===== config.mk =====
export PLATFORM = sky130hd
export DESIGN_NAME = cve2_obi_mem_arbiter
export DESIGN_NICKNAME = d
export VERILOG_FILES = /design/src/rtl/cve2_obi_mem_arbiter.sv
export SDC_FILE = /design/constraint.sdc
export NUM_CORES = 1
export LEC_CHECK = 0
export ABC_AREA = 1
export BUFFER_PORTS_ARGS = -buffer_cell sky130_fd_sc_hd__buf_2
export CAP_MARGIN = 20
export CORE_AREA = 8 8 103 105
export DETAILED_ROUTE_END_ITERATION = 10
export DIE_AREA = 0 0 111 113
export GPL_TIMING_DRIVEN = 0
export PLACE_DENSITY_LB_ADDON = 0.25
export SYNTH_ARGS = -nofsm -noshare
export SYNTH_HDL_FRONTEND = slang
export SYNTH_SLANG_ARGS = --single-unit
export TNS_END_PERCENT = 20

===== constraint.sdc =====
create_clock -name clk_i -period 1.6 [get_ports clk_i]
set_input_delay 0.16 -clock clk_i [delete_from_list [all_inputs] [get_ports clk_i]]
set_output_delay 0.16 -clock clk_i [all_outputs]
set_load 0.03 [all_outputs]

===== src/rtl/cve2_obi_mem_arbiter.sv =====
// ============================================================================
// Module   : cve2_obi_mem_arbiter
// Brief    : Two-to-one OBI memory arbiter sharing one memory port between the
//            instruction-fetch and data ports, with in-order response routing.
// Revision : 1.0 - initial release
// ============================================================================
`default_nettype none

module cve2_obi_mem_arbiter #(
    parameter int unsigned MaxOutstanding = 2
) (
    input  logic                                   clk_i,
    input  logic                                   rst_i,

    input  logic                                   instr_req_i,
    input  logic [31:0]                            instr_addr_i,
    output logic                                   instr_gnt_o,
    output logic                                   instr_rvalid_o,
    output logic [31:0]                            instr_rdata_o,
    output logic                                   instr_err_o,

    input  logic                                   data_req_i,
    input  logic                                   data_we_i,
    input  logic [3:0]                             data_be_i,
    input  logic [31:0]                            data_addr_i,
    input  logic [31:0]                            data_wdata_i,
    output logic                                   data_gnt_o,
    output logic                                   data_rvalid_o,
    output logic [31:0]                            data_rdata_o,
    output logic                                   data_err_o,

    output logic                                   mem_req_o,
    output logic                                   mem_we_o,
    output logic [3:0]                             mem_be_o,
    output logic [31:0]                            mem_addr_o,
    output logic [31:0]                            mem_wdata_o,
    input  logic                                   mem_gnt_i,
    input  logic                                   mem_rvalid_i,
    input  logic [31:0]                            mem_rdata_i,
    input  logic                                   mem_err_i,

    output logic [$clog2(MaxOutstanding+1)-1:0]    outstanding_o,
    output logic                                   protocol_err_o
);

    localparam int unsigned CNT_W = $clog2(MaxOutstanding + 1);
    localparam int unsigned PTR_W = (MaxOutstanding > 1) ? $clog2(MaxOutstanding) : 1;

    localparam logic [CNT_W-1:0] C_MAX_CNT  = CNT_W'(MaxOutstanding);
    localparam logic [PTR_W-1:0] C_PTR_LAST = PTR_W'(MaxOutstanding - 1);
    localparam logic             C_OWN_INSTR = 1'b0;
    localparam logic             C_OWN_DATA  = 1'b1;

    // Registered state
    logic                   r_lock_valid;
    logic                   r_lock_owner;
    logic                   r_last_grant;
    logic [CNT_W-1:0]       r_count;
    logic [PTR_W-1:0]       r_wptr;
    logic [PTR_W-1:0]       r_rptr;
    logic                   r_fifo [MaxOutstanding];
    logic                   r_protocol_err;

    // Combinational wires
    logic                   w_owner;
    logic                   w_owner_req;
    logic                   w_not_full;
    logic                   w_mem_req;
    logic                   w_grant;
    logic                   w_nonempty;
    logic                   w_head;
    logic                   w_push;
    logic                   w_pop;

    function automatic logic [PTR_W-1:0] ptr_next(input logic [PTR_W-1:0] p);
        return (p == C_PTR_LAST) ? '0 : p + 1'b1;
    endfunction

    // A pending wait-stated request keeps its owner so the address stays stable.
    always_comb begin
        w_owner = C_OWN_INSTR;
        if (r_lock_valid) begin
            w_owner = r_lock_owner;
        end else if (instr_req_i && !data_req_i) begin
            w_owner = C_OWN_INSTR;
        end else if (data_req_i && !instr_req_i) begin
            w_owner = C_OWN_DATA;
        end else if (instr_req_i && data_req_i) begin
            w_owner = ~r_last_grant;
        end
    end

    assign w_owner_req = (w_owner == C_OWN_DATA) ? data_req_i : instr_req_i;
    assign w_not_full  = (r_count < C_MAX_CNT);
    assign w_mem_req   = w_owner_req & w_not_full;
    assign w_grant     = w_mem_req & mem_gnt_i;

    assign w_nonempty  = (r_count != '0);
    assign w_head      = r_fifo[r_rptr];
    assign w_push      = w_grant;
    assign w_pop       = mem_rvalid_i & w_nonempty;

    // Request side
    always_comb begin
        mem_req_o   = w_mem_req;
        mem_we_o    = 1'b0;
        mem_be_o    = 4'h0;
        mem_addr_o  = 32'h0;
        mem_wdata_o = 32'h0;
        if (w_owner_req) begin
            if (w_owner == C_OWN_DATA) begin
                mem_we_o    = data_we_i;
                mem_be_o    = data_be_i;
                mem_addr_o  = data_addr_i;
                mem_wdata_o = data_wdata_i;
            end else begin
                mem_be_o    = 4'hF;
                mem_addr_o  = instr_addr_i;
            end
        end
    end

    assign instr_gnt_o = w_grant & (w_owner == C_OWN_INSTR);
    assign data_gnt_o  = w_grant & (w_owner == C_OWN_DATA);

    // Response side: routing follows the owner of the oldest outstanding entry
    assign instr_rvalid_o = w_pop & (w_head == C_OWN_INSTR);
    assign data_rvalid_o  = w_pop & (w_head == C_OWN_DATA);
    assign instr_rdata_o  = mem_rdata_i;
    assign data_rdata_o   = mem_rdata_i;
    assign instr_err_o    = mem_err_i;
    assign data_err_o     = mem_err_i;

    assign outstanding_o  = r_count;
    assign protocol_err_o = r_protocol_err;

    always_ff @(posedge clk_i) begin
        if (rst_i) begin
            r_lock_valid   <= 1'b0;
            r_lock_owner   <= C_OWN_INSTR;
            r_last_grant   <= C_OWN_DATA;
            r_count        <= '0;
            r_wptr         <= '0;
            r_rptr         <= '0;
            r_protocol_err <= 1'b0;
            for (int i = 0; i < int'(MaxOutstanding); i++) begin
                r_fifo[i] <= C_OWN_INSTR;
            end
        end else begin
            if (w_mem_req && !mem_gnt_i) begin
                r_lock_valid <= 1'b1;
                r_lock_owner <= w_owner;
            end else if (w_grant) begin
                r_lock_valid <= 1'b0;
            end

            if (w_grant) begin
                r_last_grant <= w_owner;
            end

            if (w_push) begin
                r_fifo[r_wptr] <= w_owner;
                r_wptr         <= ptr_next(r_wptr);
            end

            if (w_pop) begin
                r_rptr <= ptr_next(r_rptr);
            end

            case ({w_push, w_pop})
                2'b10:   r_count <= r_count + 1'b1;
                2'b01:   r_count <= r_count - 1'b1;
                default: r_count <= r_count;
            endcase

            // A response with nothing outstanding is a memory-side protocol breach
            if (mem_rvalid_i && !w_nonempty) begin
                r_protocol_err <= 1'b1;
            end
        end
    end

endmodule

`default_nettype wire


==> summary.md <==
| Metric | Value |
|---|---|
| Status | `finished, violations left` |
| Failing checks | `negative setup slack` |
| Setup Skew | `0.002121 ns` |
| Buffers & Inverters on Critical Path | `4` |
| Hold path cells | `3` |
| LEAKAGE | `0.002388 uW` |
| Max-cap violations | `0` |
| Yosys cell types | `22` |
| Crit Path Category | `reg2out` |
| Number of global-route vias before repair | `~3.1k` |
| Antenna diodes | `0` |
| Syn Inst Count | `~320` |
| Top area cells in the synthesized netlist | `buf_4, nand2_1, a21oi_1` |
| Syn_nets | `around 460` |
| Slowest CP cell | `dfxtp_2` |
| # DRC | `0` |
| Post-route worst setup slack | `-0.05913 ns` |
| Final Cycle Share | `1.037` |
| Slew @ Worst Pin | `around 0.23 ns` |
| Latest clock arrival within the worst-skew pair | `roughly 0.24 ns` |
| CP Max Fanout | `7` |
| Hold Crit Endpoint | `protocol_err_o$_SDFFE_PP0P_` |
| Number of routed nets with antenna violations | `0` |
| Proportion of layout cells with a drive suffix above 1 | `0.7136` |
| First-pass GRT wire length | `15.98 mm` |
| First-pass DRT Iterations | `4` |
| CTS sink cnt | `11` |
| Hold Path Class | `in2reg` |
| IO Count | `between 200 and 300` |
| Final Hold Viols | `0` |
| Area grow syn2layout | `130.4%` |
| Grt ovf | `0` |
| H-tree Lvls | `1` |
| Power Density | `about 680 mW/mm^2` |
| Worst path top cell family by delay | `buffers and inverters` |
| CP Launch Type | `flop` |
| Hold Path Origin | `mem_rvalid_i` |
| Initial antenna violation count | `0` |
| Fin area | `roughly 0.0042 sq mm` |
| CP endpoint kind | `output port` |
| Reg2reg path depth | `8` |
| Synthesis Warnings | `0` |
| Core area | `about 0.009 sq mm` |
| Final setup violation count | `roughly 60` |
| # rows | `35` |
| Post-Place Setup Slack | `-0.1831 ns` |
| Fmax | `602.7 MHz` |
| Die Wd | `111 um` |
| Tot Pwr | `2866 uW` |
| CP Cell Sequence | `inv_2 > nand3_4 > nand2_8 > clkinv_8 > clkbuf_16 > nand2_1 > a21oi_1 > buf_4` |
| Final WL | `between 10 and 15 mm` |
| CTS clk-pin slew, worst paths | `approximately 0.050 ns` |
| Most frequent cells in the layout | `buf_2, buf_4, nand2_1, buf_6, nor2_1` |
| DR vias/cell | `roughly 4.2` |
| GRT Total Usage | `0.1535` |
| Detailed placement HPWL | `8.786 mm` |
| Setup_tns | `-1.723 ns` |
| Proportion of synthesized chip area in sequential cells | `0.1320` |
| VDD IR max | `between 0.2 and 0.3 mV` |
| Synthesized flop and latch total | `11` |
| Via count | `2952` |
| CTS Buf Count | `3` |
| RSZ-0062 raised after global routing | `yes` |
| Rel. slew slack | `0.8478` |
| Per-cell routed wire length | `roughly 16 um` |
| Dpl cell area | `approximately 0.0032 sq mm` |
| Placed cells | `a little under 700` |
| Die H | `between 100 and 150 um` |
| Final slew viol count | `0` |
| Clock Path Buffers | `2` |
| RR Endpoint | `r_fifo[0]$_SDFFCE_PN0P_` |
| FF-to-FF setup slack | `roughly 0.07 ns` |
| Drt initial violations | `109` |
| Mapped cell area | `~0.0018 sq mm` |
| RR Startpoint | `r_lock_valid$_SDFFE_PP0P_` |
| CP peak stage delay | `0.34 ns` |
| Non-filler instance count after layout | `708` |
| Post-synth top area share | `0.2845` |
| Initial Util | `0.2028` |
| CP arrival | `1.50 ns` |
| Area leader, netlist | `buf_4` |
| Syn_area_per_cell | `about 5.6 sq um` |
| CTS Root Cell | `clkbuf_8` |
| Nets | `about 740` |
| Most common cell after layout, fill and taps aside | `buf_2` |
| IO buf count | `249` |
| Largest net degree at the start of global routing | `11` |
| CP required | `between 1 and 1.5 ns` |
| Tmin final | `1.659 ns` |
| RePlAce Congestion | `0.7497` |
| Full die area | `about 0.013 sq mm` |
| TritonCTS clock tree | `yes` |
==> layer usage <==
| metal | routed length, um | share of wire | global-route usage | vias to the layer above |
|---|---|---|---|---|
| li1 | - | - | - | 1490 |
| met1 | 3894 | 0.35 | 0.1443 | 1299 |
| met5 | 0 | 0 | 0 | - |
| met2 | 5944 | 0.54 | 0.3025 | 159 |
| met3 | 1173 | 0.11 | 0.06772 | 4 |
| met4 | 51 | 0.0046 | 0.02162 | 0 |
==> through the flow <==
stage | hold WS, ns | utilization
6_report | 0.1718 | 0.4672
4_1_cts | 0.1810 | 0.4155
5_1_grt | 0.1892 | 0.4672
2_1_floorplan | 0.2291 | -
3_5_place_dp | 0.4289 | 0.3571
3_3_place_gp | 0.4133 | 0.3571
==> how the worst max path moves through the flow <==
stage	from	slack, ns	cells after the start	endpoint
after floorplan	r_lock_valid$_SDFFE_PP0P_	0.03	7	mem_addr_o[5]
after global placement	r_lock_valid$_SDFFE_PP0P_	-0.19	8	mem_addr_o[31]
after detailed placement	r_lock_valid$_SDFFE_PP0P_	-0.18	8	mem_addr_o[16]
after CTS	r_lock_owner$_SDFFE_PP0P_	-0.09	7	instr_gnt_o
after global routing	r_lock_valid$_SDFFE_PP0P_	-0.14	8	mem_be_o[0]
final	r_lock_valid$_SDFFE_PP0P_	-0.06	8	mem_addr_o[5]
==> cell usage after synthesis, drive strengths merged <==
library cell / count
or2: 1
xor2: 1
a211oi: 1
clkbuf: 3
o21ai: 5
edfxtp: 2
nand3: 6
inv: 14
a21oi: 39
nand4: 1
nand2: 110
nor3: 2
dfxtp: 9
nor2: 50
buf: 80
==> state kept, by name (all words and copies together), names as in the netlist, named ones only <==
signal / count
r_lock_valid: 1
r_lock_owner: 1
protocol_err_o: 1
r_last_grant: 1
r_wptr: 1
r_rptr: 1
outstanding_o: 2
r_fifo: 2
==> area by class of cell <==
type | count | area [sq um]
Clock buffer | 4 | 45.04
Buffer | 83 | 724.4
Fill cell | 895 | 4783
Multi-Input combinational cell | 217 | 1216
Inverter | 14 | 65.06
Sequential cell | 11 | 245.2
Timing Repair inverter | 1 | 8.758
Timing Repair Buffer | 267 | 1750
Tap cell | 111 | 138.9
==> report_power, final <==
part / internal [uW] / switching, uW / leakage [uW] / total (uW)
Sequential: 316 / 21.4 / 0.0000960 / 338
Combinational: 948 / 1300 / 0.00227 / 2250
Clock: 175 / 106 / 0.0000228 / 282
Total: 1440 / 1430 / 0.00239 / 2870
==> cells by family after synthesis <==
logic type / after synthesis / share of synthesized area
AND/OR/NAND/NOR: 170 / 0.3849
buffers and inverters: 97 / 0.3533
AO/OA/AOI/OAI: 45 / 0.1251
flip-flops: 11 / 0.1320
XOR/XNOR: 1 / 0.004812
==> worst min-delay path: cells and delay by family <==
kind	cells	cell delay, ns
buf+inv	1	0.09
simple gates	1	0.07
compound gates	1	0.05
==> what timing repair did <==
item,CTS,global route
gates cloned,3,4
setup buffers,8,5
hold buffers,0,0
pin swaps,6,18
setup endpoints to repair,73,73
gates resized for setup,133,111
Power figures use the tool's default switching activity.
